### config.mk
export PLATFORM = sky130hd
export DESIGN_NAME = health_bar_anim_flat
export DESIGN_NICKNAME = d
export VERILOG_FILES = /design/src/rtl/health_bar_pkg.sv /design/src/rtl/health_bar_anim_if.sv /design/src/rtl/health_bar_px.sv /design/src/rtl/health_bar_anim.sv /design/src/flat_wrapper.sv
export SDC_FILE = /design/constraint.sdc
export NUM_CORES = 1
export LEC_CHECK = 0
export BUFFER_PORTS_ARGS = -buffer_cell sky130_fd_sc_hd__buf_2
export CORE_UTILIZATION = 55
export DETAILED_ROUTE_END_ITERATION = 8
export PLACE_DENSITY_LB_ADDON = 0.08
export SETUP_SLACK_MARGIN = 0.1
export SYNTH_ARGS = -nofsm -noshare
export SYNTH_HDL_FRONTEND = slang
export SYNTH_SLANG_ARGS = --single-unit
### constraint.sdc
create_clock -name clk -period 23 [get_ports clk]
set_input_delay 1.15 -clock clk [delete_from_list [all_inputs] [get_ports clk]]
set_output_delay 1.15 -clock clk [all_outputs]
set_load 0.005 [all_outputs]
### src/rtl/health_bar_pkg.sv
// Shared constants and types for the animated OLED health bar.
//   OLED geometry, RGB565 palette, FSM state encoding, pixel region codes
//   and the region-to-colour mapping used by health_bar_anim.
package health_bar_pkg;

  localparam int unsigned OLED_W = 96;
  localparam int unsigned OLED_H = 64;
  localparam int unsigned PIX_W  = $clog2(OLED_W * OLED_H);
  // Coordinates and bar lengths share one width so they compare directly.
  localparam int unsigned CW     = 8;

  localparam logic [15:0] COL_LIVE  = 16'hFFE0;
  localparam logic [15:0] COL_TRAIL = 16'hFD20;
  localparam logic [15:0] COL_EMPTY = 16'h8000;
  localparam logic [15:0] COL_WHITE = 16'hFFFF;
  localparam logic [15:0] COL_OFF   = 16'h0000;

  typedef enum logic [1:0] {
    ST_IDLE  = 2'd0,
    ST_HOLD  = 2'd1,
    ST_DRAIN = 2'd2
  } state_e;

  typedef enum logic [1:0] {
    RG_NONE  = 2'd0,
    RG_LIVE  = 2'd1,
    RG_TRAIL = 2'd2,
    RG_EMPTY = 2'd3
  } region_e;

  // Interior regions win over the border ring; flash swaps live to white.
  function automatic logic [15:0] region_colour(input region_e rg,
                                                input logic    border,
                                                input logic    flash);
    logic [15:0] col;
    case (rg)
      RG_LIVE:  col = flash ? COL_WHITE : COL_LIVE;
      RG_TRAIL: col = COL_TRAIL;
      RG_EMPTY: col = COL_EMPTY;
      default:  col = border ? COL_WHITE : COL_OFF;
    endcase
    return col;
  endfunction

endpackage

### src/rtl/health_bar_anim_if.sv
// Game-side bus of the health bar.
//   master: game logic / OLED scanner (drives tick, snap, curr_health, pixel_index)
//   slave : health_bar_anim (drives oled_colour, trail_health, busy, low_health)
interface health_bar_anim_if #(
  parameter int unsigned HW = 9
);

  logic                              tick;
  logic                              snap;
  logic [HW-1:0]                     curr_health;
  logic [health_bar_pkg::PIX_W-1:0]  pixel_index;
  logic [15:0]                       oled_colour;
  logic [HW-1:0]                     trail_health;
  logic                              busy;
  logic                              low_health;

  modport master (
    output tick, snap, curr_health, pixel_index,
    input  oled_colour, trail_health, busy, low_health
  );

  modport slave (
    input  tick, snap, curr_health, pixel_index,
    output oled_colour, trail_health, busy, low_health
  );

endinterface

### src/rtl/health_bar_px.sv
// Combinational pixel classifier for the health bar.
//   x, y                : pixel coordinates
//   live_len, trail_len : fill lengths in interior pixels
//   region              : RG_LIVE / RG_TRAIL / RG_EMPTY inside the interior, else RG_NONE
//   border              : pixel lies on the outer one-pixel ring
module health_bar_px
  import health_bar_pkg::*;
#(
  parameter int unsigned X_START    = 55,
  parameter int unsigned Y_START    = 2,
  parameter int unsigned BAR_LEN    = 40,
  parameter int unsigned BAR_HEIGHT = 8,
  parameter int unsigned MIRROR     = 0
) (
  input  logic [CW-1:0] x,
  input  logic [CW-1:0] y,
  input  logic [CW-1:0] live_len,
  input  logic [CW-1:0] trail_len,
  output region_e       region,
  output logic          border
);

  localparam logic [CW-1:0] X_L    = CW'(X_START);
  localparam logic [CW-1:0] X_R    = CW'(X_START + BAR_LEN - 1);
  localparam logic [CW-1:0] Y_T    = CW'(Y_START);
  localparam logic [CW-1:0] Y_B    = CW'(Y_START + BAR_HEIGHT - 1);
  localparam logic [CW-1:0] FILL_L = CW'(X_START + 1);
  localparam logic [CW-1:0] FILL_R = CW'(X_START + BAR_LEN - 2);

  logic          outer_c;
  logic          inner_c;
  logic [CW-1:0] off_c;

  // Offset only matters inside the interior, so wrap outside it is harmless.
  always_comb begin
    region  = RG_NONE;
    outer_c = (x >= X_L) && (x <= X_R) && (y >= Y_T) && (y <= Y_B);
    inner_c = (x >  X_L) && (x <  X_R) && (y >  Y_T) && (y <  Y_B);
    off_c   = (MIRROR != 0) ? (FILL_R - x) : (x - FILL_L);
    border  = outer_c && !inner_c;
    if (inner_c) begin
      if (off_c < live_len)       region = RG_LIVE;
      else if (off_c < trail_len) region = RG_TRAIL;
      else                        region = RG_EMPTY;
    end
  end

endmodule

### src/rtl/health_bar_anim.sv
// Animated health bar with a delayed damage trail for the 96x64 OLED.
//   clk, rst_n : clock, asynchronous active-low reset
//   bus        : health_bar_anim_if.slave (tick, snap, curr_health, pixel_index in;
//                oled_colour, trail_health, busy, low_health out, all registered)
// Optional feature: define HEALTH_BAR_LOW_FLASH_EN to flash live pixels
// yellow/white every 16 ticks while health is low.
module health_bar_anim
  import health_bar_pkg::*;
#(
  parameter int unsigned MAX_HEALTH = 200,
  parameter int unsigned HW         = 9,
  parameter int unsigned X_START    = 55,
  parameter int unsigned Y_START    = 2,
  parameter int unsigned BAR_LEN    = 40,
  parameter int unsigned BAR_HEIGHT = 8,
  parameter int unsigned MIRROR     = 0,
  parameter int unsigned HOLD_TICKS = 8,
  parameter int unsigned DRAIN_STEP = 1
) (
  input logic               clk,
  input logic               rst_n,
  health_bar_anim_if.slave  bus
);

  localparam int unsigned IW  = BAR_LEN - 2;
  localparam int unsigned MW  = HW + 8;
  localparam int unsigned HCW = (HOLD_TICKS > 1) ? $clog2(HOLD_TICKS) : 1;

  localparam logic [HW-1:0]  MAX_H     = HW'(MAX_HEALTH);
  localparam logic [HW-1:0]  LOW_TH    = HW'(MAX_HEALTH / 4);
  localparam logic [HW-1:0]  STEP      = HW'(DRAIN_STEP);
  localparam logic [HCW-1:0] HOLD_LAST = HCW'(HOLD_TICKS - 1);

  state_e          state_q, state_d;
  logic [HW-1:0]   h_q, t_q, t_d;
  logic [HCW-1:0]  hold_q, hold_d;
  logic            busy_q, low_q;
  logic [15:0]     colour_q;

  logic [HW-1:0]   h_c;
  logic [MW-1:0]   live_prod_c, trail_prod_c;
  logic [CW-1:0]   live_len_c, trail_len_c;
  logic [CW-1:0]   x_c, y_c;
  region_e         region_c;
  logic            border_c;
  logic            flash_c;
  logic [15:0]     colour_c;

  // Clamp live health to full scale.
  assign h_c = (bus.curr_health > MAX_H) ? MAX_H : bus.curr_health;

  // Trail FSM: snap > heal > hit > tick.
  always_comb begin
    state_d = state_q;
    t_d     = t_q;
    hold_d  = hold_q;
    if (bus.snap || (h_c > t_q)) begin
      t_d     = h_c;
      state_d = ST_IDLE;
      hold_d  = '0;
    end else if (h_c < h_q) begin
      state_d = ST_HOLD;
      hold_d  = '0;
    end else if (bus.tick) begin
      case (state_q)
        ST_HOLD: begin
          if (hold_q == HOLD_LAST) begin
            state_d = ST_DRAIN;
            hold_d  = '0;
          end else begin
            hold_d = hold_q + HCW'(1);
          end
        end
        ST_DRAIN: begin
          // t >= h here, so the gap cannot underflow.
          t_d = ((t_q - h_c) > STEP) ? (t_q - STEP) : h_c;
          if (t_d == h_c) state_d = ST_IDLE;
        end
        default: ;
      endcase
    end
  end

  // Fill lengths from the registered health values.
  always_comb begin
    live_prod_c  = MW'(h_q) * MW'(IW);
    trail_prod_c = MW'(t_q) * MW'(IW);
    live_len_c   = CW'(live_prod_c  / MW'(MAX_HEALTH));
    trail_len_c  = CW'(trail_prod_c / MW'(MAX_HEALTH));
    x_c          = CW'(bus.pixel_index % PIX_W'(OLED_W));
    y_c          = CW'(bus.pixel_index / PIX_W'(OLED_W));
  end

  health_bar_px #(
    .X_START    (X_START),
    .Y_START    (Y_START),
    .BAR_LEN    (BAR_LEN),
    .BAR_HEIGHT (BAR_HEIGHT),
    .MIRROR     (MIRROR)
  ) u_px (
    .x         (x_c),
    .y         (y_c),
    .live_len  (live_len_c),
    .trail_len (trail_len_c),
    .region    (region_c),
    .border    (border_c)
  );

`ifdef HEALTH_BAR_LOW_FLASH_EN
  logic [3:0] flash_cnt_q;
  logic       flash_ph_q;

  // Phase flips every 16 ticks while low; restarts when health recovers.
  always_ff @(posedge clk or negedge rst_n) begin
    if (!rst_n) begin
      flash_cnt_q <= '0;
      flash_ph_q  <= 1'b0;
    end else if (!low_q) begin
      flash_cnt_q <= '0;
      flash_ph_q  <= 1'b0;
    end else if (bus.tick) begin
      flash_cnt_q <= flash_cnt_q + 4'd1;
      if (flash_cnt_q == 4'hF) flash_ph_q <= ~flash_ph_q;
    end
  end

  assign flash_c = low_q && flash_ph_q;
`else
  assign flash_c = 1'b0;
`endif

  assign colour_c = region_colour(region_c, border_c, flash_c);

  // State, health history and registered outputs.
  always_ff @(posedge clk or negedge rst_n) begin
    if (!rst_n) begin
      state_q  <= ST_IDLE;
      h_q      <= MAX_H;
      t_q      <= MAX_H;
      hold_q   <= '0;
      busy_q   <= 1'b0;
      low_q    <= 1'b0;
      colour_q <= '0;
    end else begin
      state_q  <= state_d;
      h_q      <= h_c;
      t_q      <= t_d;
      hold_q   <= hold_d;
      busy_q   <= (state_d != ST_IDLE);
      low_q    <= (h_c <= LOW_TH);
      colour_q <= colour_c;
    end
  end

  assign bus.oled_colour  = colour_q;
  assign bus.trail_health = t_q;
  assign bus.busy         = busy_q;
  assign bus.low_health   = low_q;

endmodule

### src/flat_wrapper.sv
// flat-port wrapper written by rule: the top's interface ports become plain ports
module health_bar_anim_flat import health_bar_pkg::*;
#(
  parameter int unsigned MAX_HEALTH = 200,
  parameter int unsigned HW         = 9,
  parameter int unsigned X_START    = 55,
  parameter int unsigned Y_START    = 2,
  parameter int unsigned BAR_LEN    = 40,
  parameter int unsigned BAR_HEIGHT = 8,
  parameter int unsigned MIRROR     = 0,
  parameter int unsigned HOLD_TICKS = 8,
  parameter int unsigned DRAIN_STEP = 1
)
  (clk, rst_n, bus_tick, bus_snap, bus_curr_health, bus_pixel_index, bus_oled_colour, bus_trail_health, bus_busy, bus_low_health);
  health_bar_anim_if #(.HW(HW)) bus_i ();
  input logic clk;
  input logic rst_n;
  input wire logic [$bits(bus_i.tick)-1:0] bus_tick;
  input wire logic [$bits(bus_i.snap)-1:0] bus_snap;
  input wire logic [$bits(bus_i.curr_health)-1:0] bus_curr_health;
  input wire logic [$bits(bus_i.pixel_index)-1:0] bus_pixel_index;
  output wire logic [$bits(bus_i.oled_colour)-1:0] bus_oled_colour;
  output wire logic [$bits(bus_i.trail_health)-1:0] bus_trail_health;
  output wire logic [$bits(bus_i.busy)-1:0] bus_busy;
  output wire logic [$bits(bus_i.low_health)-1:0] bus_low_health;
  assign bus_i.tick = bus_tick;
  assign bus_i.snap = bus_snap;
  assign bus_i.curr_health = bus_curr_health;
  assign bus_i.pixel_index = bus_pixel_index;
  assign bus_oled_colour = bus_i.oled_colour;
  assign bus_trail_health = bus_i.trail_health;
  assign bus_busy = bus_i.busy;
  assign bus_low_health = bus_i.low_health;
  health_bar_anim #(.MAX_HEALTH(MAX_HEALTH), .HW(HW), .X_START(X_START), .Y_START(Y_START), .BAR_LEN(BAR_LEN), .BAR_HEIGHT(BAR_HEIGHT), .MIRROR(MIRROR), .HOLD_TICKS(HOLD_TICKS), .DRAIN_STEP(DRAIN_STEP)) u_core (.clk(clk), .rst_n(rst_n), .bus(bus_i));
endmodule
==> results of run 1 <==
==> area by class of cell <==
type                            instances  area, um^2  area share, %
Tap cell                              172         215           2.77
Timing Repair Buffer                   54         275           3.55
Inverter                               78         293           3.77
Multi-Input combinational cell        845        6070           78.2
Clock buffer                            7         143           1.84
Clock inverter                          1        30.0          0.387
Sequential cell                        29         733           9.45
==> routing by layer <==
metal / vias up / GRT usage (%) / routed length (um)
met5: - / 0 / 0
met4: 0 / 6.73 / 358
met3: 33 / 2.23 / 697
met2: 209 / 46.4 / 8770
met1: 3415 / 36.6 / 8920
li1: 3768 / - / -
==> registers in the layout, indices dropped and copies added, names as in the netlist <==
signal	count
u_core.bus.busy	1
u_core.bus.low_health	1
u_core.bus.oled_colour	4
u_core.bus.trail_health	9
u_core.h_q	9
u_core.hold_q	3
u_core.state_q	2
==> tightest hold or removal path, cell delays in order (launching register included) <==
cell,delay (ps)
dfrtp_1,340
a21oi_1,60
nor2_1,80
==> cell usage after synthesis (8+ instances only) <==
cell,instances
nand2b_1,13
a211oi_1,15
o21ai_0,48
fa_1,11
o2111ai_1,8
buf_4,12
a21oi_1,74
or3_1,9
ha_1,83
mux2i_1,9
dfrtp_1,23
nand3_1,29
clkbuf_1,29
or2_2,11
and3_1,12
a211o_1,8
and2_1,11
o31a_1,12
a21o_1,18
o211ai_1,16
o21a_1,18
nor2_1,78
a31oi_1,23
xor2_1,12
nor3b_1,10
inv_1,76
xnor2_1,35
nor2b_1,16
nor3_1,34
o22ai_1,17
nand2_1,79
==> logic make-up after synthesis <==
logic type	after synthesis	synth area share [%]
buffers and inverters	127	7.38
adder cells (fa/ha/maj)	94	17.1
other	2	0.102
AND/OR/NAND/NOR	329	22.4
flip-flops	29	9.99
AO/OA/AOI/OAI	359	35.4
XOR/XNOR	48	5.83
multiplexers	12	1.79
==> final timing paths <==
kind,endpoint,slack (ps),depth (start not counted)
worst max-delay path,u_core.bus.oled_colour[14],14750,29
worst min-delay path,u_core.hold_q[1],520,2
worst max register to register,u_core.bus.oled_colour[14],14750,29
worst min register to register,u_core.hold_q[1],520,2
max in group asynchronous,u_core.h_q[0],21620,1
min in group asynchronous,u_core.bus.trail_health[5],920,1
==> per-stage QoR <==
stage	std cells	setup slack, ps
floorplan	1001	15480
global placement	1178	14850
detailed placement	1178	14780
CTS	1186	14790
global route	1186	13990
finish	1186	14750
==> out/qor.csv, run 1 <==
stage,metric,value,unit
die,DIE WIDTH,118,um
detailed_routing,Final ANT Viol Nets,0,
worst_setup_path,"Buf+Inv Stages, Crit Path",3,
place,routability cong.,0.904,
detailed_routing,1st-iter DRT viols,601,
yosys,share of the synthesized area in the top cell type,14.1,%
detailed_routing,final wirelength,18700,um
global_route,total gr overflow,0,
final_layout,n_diodes,0,
detailed_routing,drt drc,0,
final_layout,number of nets in the layout,1133,
global_route,first-pass GRT wire length,32000,um
die,boundary pin count,53,
die,row count,41,
clock_tree,H-tree depth,2,
detailed_routing,Via density,6.26,
worst_setup_path,max incr delay on CP,560,ps
worst_setup_path,Crit Path Category,reg -> reg,
clock_tree,Clock Sinks,29,
timing,Max Transition Viols Final,0,
yosys,Cell variety after synth,99,
clock_tree,clk_lat worst skew,280,ps
timing,total negative slack,0,ps
global_route,initial antenna violation count,0,
global_route,vias in the first global route,6824,
yosys,"EDFF count, synth",0,
clock_tree,Num CTS Buffers,5,
detailed_routing,routed len/inst,15.8,um
hold_path,Hold Path Class,reg -> reg,
yosys,Synth Warn #,0,
final_layout,fin util,60.5,%
clock_tree,Root Driver,clkbuf_16,
detailed_routing,drt pass-1 iters,5,
timing,worst slew pin tran,849,ps
place,number of buffers added on ports,52,
final_layout,most frequent cells in the layout,"ha_1 (83), nand2_1 (79), nor2_1 (78)",
yosys,share of flip-flops with an asynchronous set or reset,100,%
timing,Hold WS,521,ps
yosys,Syn Area/Cell,7.34,um^2
place,dpl hpwl,14800,um
clock_tree,CTS tree,done,
hold_path,Hold Crit Start,u_core.hold_q[1],
worst_setup_path,critical path startpoint category,flop,
yosys,Mapped Area,7340,um^2
global_route,gr usage total,27.1,%
die,DIE AREA,13800,um^2
clock_tree,Post-CTS Repair Setup Buffers,0,
worst_setup_path,Critical-path top delay cell,dfstp_2,
final_layout,Fillers,1232,
timing,post-route minimum period,8250,ps
yosys,main area contributors after synthesis,"ha_1 (14%), dfrtp_1 (7.8%), a21oi_1 (5.0%)",
clock_tree,CTS Buffer Depth,2,
worst_setup_path,family with the most delay on the worst path,compound AO/OA/AOI/OAI gates,
final_layout,final instance area,7760,um^2
final_layout,"commonest non-fill, non-tap cell in the layout",ha_1,
worst_setup_path,Critical Path Sink Type,flop,
timing,fmax,121,MHz
yosys,part of the Yosys area used for sequential elements,9.99,%
timing,Rel. slew slack,43.0,%
worst_setup_path,worst r2r src,u_core.h_q[3],
detailed_routing,via count,7425,
timing,final worst-path cycle share,35.9,%
global_route,largest net degree at the start of global routing,30,
yosys,ys flop type,dfrtp_1,
clock_tree,hold buffer count at CTS,0,
outcome,outcome,completed,
worst_setup_path,crit path launch,u_core.h_q[3],
timing,Hold Fails Final Rpt,0,
yosys,largest area contributor in the netlist,ha_1,
die,Die Ht,118,um
timing,Setup Viol. Count Final,0,
final_layout,P&R area growth vs syn,5.69,%
flow_run,max cap viols,0,
worst_setup_path,data required time of the critical path,23190,ps
clock_tree,clock slew at reported path FFs,50,ps
die,Core ar.,12800,um^2
worst_setup_path,"Arr. time, crit path",8440,ps
yosys,post-synthesis cell count,1000,
clock_tree,PostCTS Resize Cnt,0,
timing,RSZ-0062 raised after global routing,false,
place,placed cell area,7590,um^2
worst_setup_path,CP Max Fanout,10,
die,starting density of the core,57.2,%
final_layout,layout cells sized above 1,11.2,%
worst_setup_path,CP dominant cell by count,ha_1,
timing,Final Skew,9.57,ps
yosys,Synth Register Bits,29,
Power of run 1 is left out: the tool's default activity adds up to more than one toggle a clock period on the data nets, which glitch-free logic cannot reach.
==> inputs of run 2 (changes only) <==
ABC_AREA = 1   (was unset)
clock period = 7.5 ns   (was 23 ns; I/O delays follow)
==> run 2 against run 1 <==
Effect of this change: critical path depth grew 16; cell area down 7.0%; via count shrank 12%; register-to-register slack got worse by 13000 ps; synthesized area decreased by 8.6%; first-iteration DRC count fell by 44%; flip-flop and latch count is the same; critical path type unchanged; critical endpoint unchanged.
==> out/qor.csv, run 2 <==
stage,metric,value,unit
worst_setup_path,family with the most delay on the worst path,simple AND/OR/NAND/NOR gates,
worst_setup_path,worst r2r src,u_core.bus.trail_health[2],
detailed_routing,final wirelength,14700,um
worst_setup_path,max incr delay on CP,500,ps
yosys,most common cell in the netlist,nand2_1,
detailed_routing,routed len/inst,11.4,um
final_layout,"commonest non-fill, non-tap cell in the layout",nand2_1,
yosys,Mapped Area,6710,um^2
yosys,Syn Area/Cell,6.13,um^2
timing,total negative slack,0,ps
yosys,Post-synth top cells,"nand2_1 (298), inv_1 (195), ha_1 (83)",
timing,fmax,168,MHz
timing,Max Transition Viols Final,0,
detailed_routing,drt drc,0,
yosys,Cell variety after synth,53,
worst_setup_path,"Buf+Inv Stages, Crit Path",4,
die,row count,39,
final_layout,number of nets in the layout,1260,
global_route,largest net degree at the start of global routing,30,
worst_setup_path,R2R Setup Slk,1540,ps
detailed_routing,drt pass-1 iters,5,
global_route,initial antenna violation count,0,
global_route,first-pass GRT wire length,26500,um
detailed_routing,via count,6563,
detailed_routing,Via density,5.11,
timing,Rel. slew slack,50.8,%
die,Die Ht,112,um
final_layout,final instance area,7210,um^2
clock_tree,Post-CTS Repair Setup Buffers,0,
timing,RSZ-0062 raised after global routing,false,
yosys,"EDFF count, synth",0,
die,DIE AREA,12700,um^2
clock_tree,clk_lat worst skew,270,ps
timing,worst slew pin tran,731,ps
worst_setup_path,Crit Path Category,reg -> reg,
yosys,part of the Yosys area used for sequential elements,10.9,%
place,placed cell area,7050,um^2
final_layout,layout cells sized above 1,16.9,%
final_layout,Final Non-Filler Cells,1284,
yosys,post-synthesis cell count,1095,
final_layout,Fillers,1095,
clock_tree,clock slew at reported path FFs,50,ps
timing,post-route minimum period,5960,ps
timing,Hold WS,124,ps
timing,final worst-path cycle share,79.5,%
yosys,share of flip-flops with an asynchronous set or reset,100,%
timing,Hold Fails Final Rpt,0,
clock_tree,Clock Sinks,29,
outcome,outcome,completed,
global_route,gr usage total,24.9,%
die,DIE WIDTH,112,um
final_layout,area of the multi-input gates,5040,um^2
worst_setup_path,CP dominant cell by count,nand2_1,
flow_run,max cap viols,0,
clock_tree,PostCTS Resize Cnt,0,
hold_path,Hold Path Class,in -> async,
final_layout,most frequent cells in the layout,"nand2_1 (298), inv_1 (195), ha_1 (83)",
clock_tree,hold buffer count at CTS,0,
global_route,vias in the first global route,6191,
final_layout,n_diodes,0,
die,boundary pin count,53,
clock_tree,Root Driver,clkbuf_16,
yosys,largest area contributor in the netlist,nand2_1,
yosys,Synth Register Bits,29,
clock_tree,CTS Buffer Depth,2,
worst_setup_path,"Arr. time, crit path",6110,ps
die,starting density of the core,57.6,%
worst_setup_path,CP Max Fanout,8,
worst_setup_path,Critical-path top delay cell,dfrtp_1,
place,dpl hpwl,12500,um
place,# placed instances,1276,
worst_setup_path,Reg2Reg Depth,45,
clock_tree,CTS tree,done,
die,Core ar.,11700,um^2
worst_setup_path,data required time of the critical path,7650,ps
detailed_routing,Final ANT Viol Nets,0,
worst_setup_path,r2r endpoint,u_core.bus.oled_colour[14],
detailed_routing,1st-iter DRT viols,335,
clock_tree,Num CTS Buffers,5,
yosys,main area contributors after synthesis,"nand2_1 (17%), ha_1 (15%), inv_1 (11%)",
final_layout,Seq. cell area,733,um^2
yosys,share of the synthesized area in the top cell type,16.7,%
place,number of buffers added on ports,52,
place,routability cong.,0.912,
timing,Final Skew,4.21,ps
final_layout,P&R area growth vs syn,7.44,%
worst_setup_path,Critical Path Sink Type,flop,
yosys,Synth Warn #,0,
yosys,ys flop type,dfrtp_1,
global_route,total gr overflow,0,
timing,Setup Viol. Count Final,0,
worst_setup_path,critical path startpoint category,flop,
clock_tree,H-tree depth,2,
-- run 2: cells by family (layout without fill, tap and decap cells) --
family                     Yosys count  after routing  share of synthesized area, %
AOI/OAI and AO/OA                  134            134                          12.0
buffers and inverters              240            285                          14.1
xor gates and xnor gates            28             28                          3.77
and+or+nand+nor                    567            567                          40.2
adders and majority gates           94             94                          18.8
other                                2              3                         0.112
muxes                                1              1                         0.149
DFF                                 29             29                          10.9
-- run 2: stage by stage --
stage                     util, %  worst slack [ps]
after floorplan                 -              2240
after global placement       60.5              1570
after detailed placement     60.5              1500
after CTS                    61.8              1490
after global routing         61.8               781
final                        61.8              1540
-- run 2: worst max-delay path by stage --
stage	from	to	slack [ps]	cells past startpoint
after floorplan	u_core.bus.trail_health[5]	u_core.bus.oled_colour[14]	2240	41
after global placement	u_core.bus.trail_health[2]	u_core.bus.oled_colour[14]	1570	49
after detailed placement	u_core.bus.trail_health[2]	u_core.bus.oled_colour[14]	1500	49
after CTS	u_core.bus.trail_health[2]	u_core.bus.oled_colour[14]	1490	49
after global routing	u_core.bus.trail_health[4]	u_core.bus.oled_colour[14]	780	47
final	u_core.bus.trail_health[2]	u_core.bus.oled_colour[14]	1540	45
-- run 2: area by class of cell --
type / instances / share of cell area (%)
timing repair buffer: 52 / 3.61
inverter: 225 / 11.7
tap: 143 / 2.48
clock inverter: 1 / 0.0694
multi-input combinational: 827 / 69.8
clock buffer: 7 / 2.12
sequential: 29 / 10.2
-- run 2: routing by layer --
| layer | vias to the layer above | wire length [um] | GRT usage, % |
|---|---|---|---|
| met5 | - | 0 | 0 |
| met4 | 0 | 172 | 5.42 |
| met3 | 14 | 518 | 1.94 |
| met2 | 113 | 6770 | 44.0 |
| met1 | 2851 | 7220 | 33.1 |
| li1 | 3585 | - | - |
Power of run 2 is left out for the same reason.
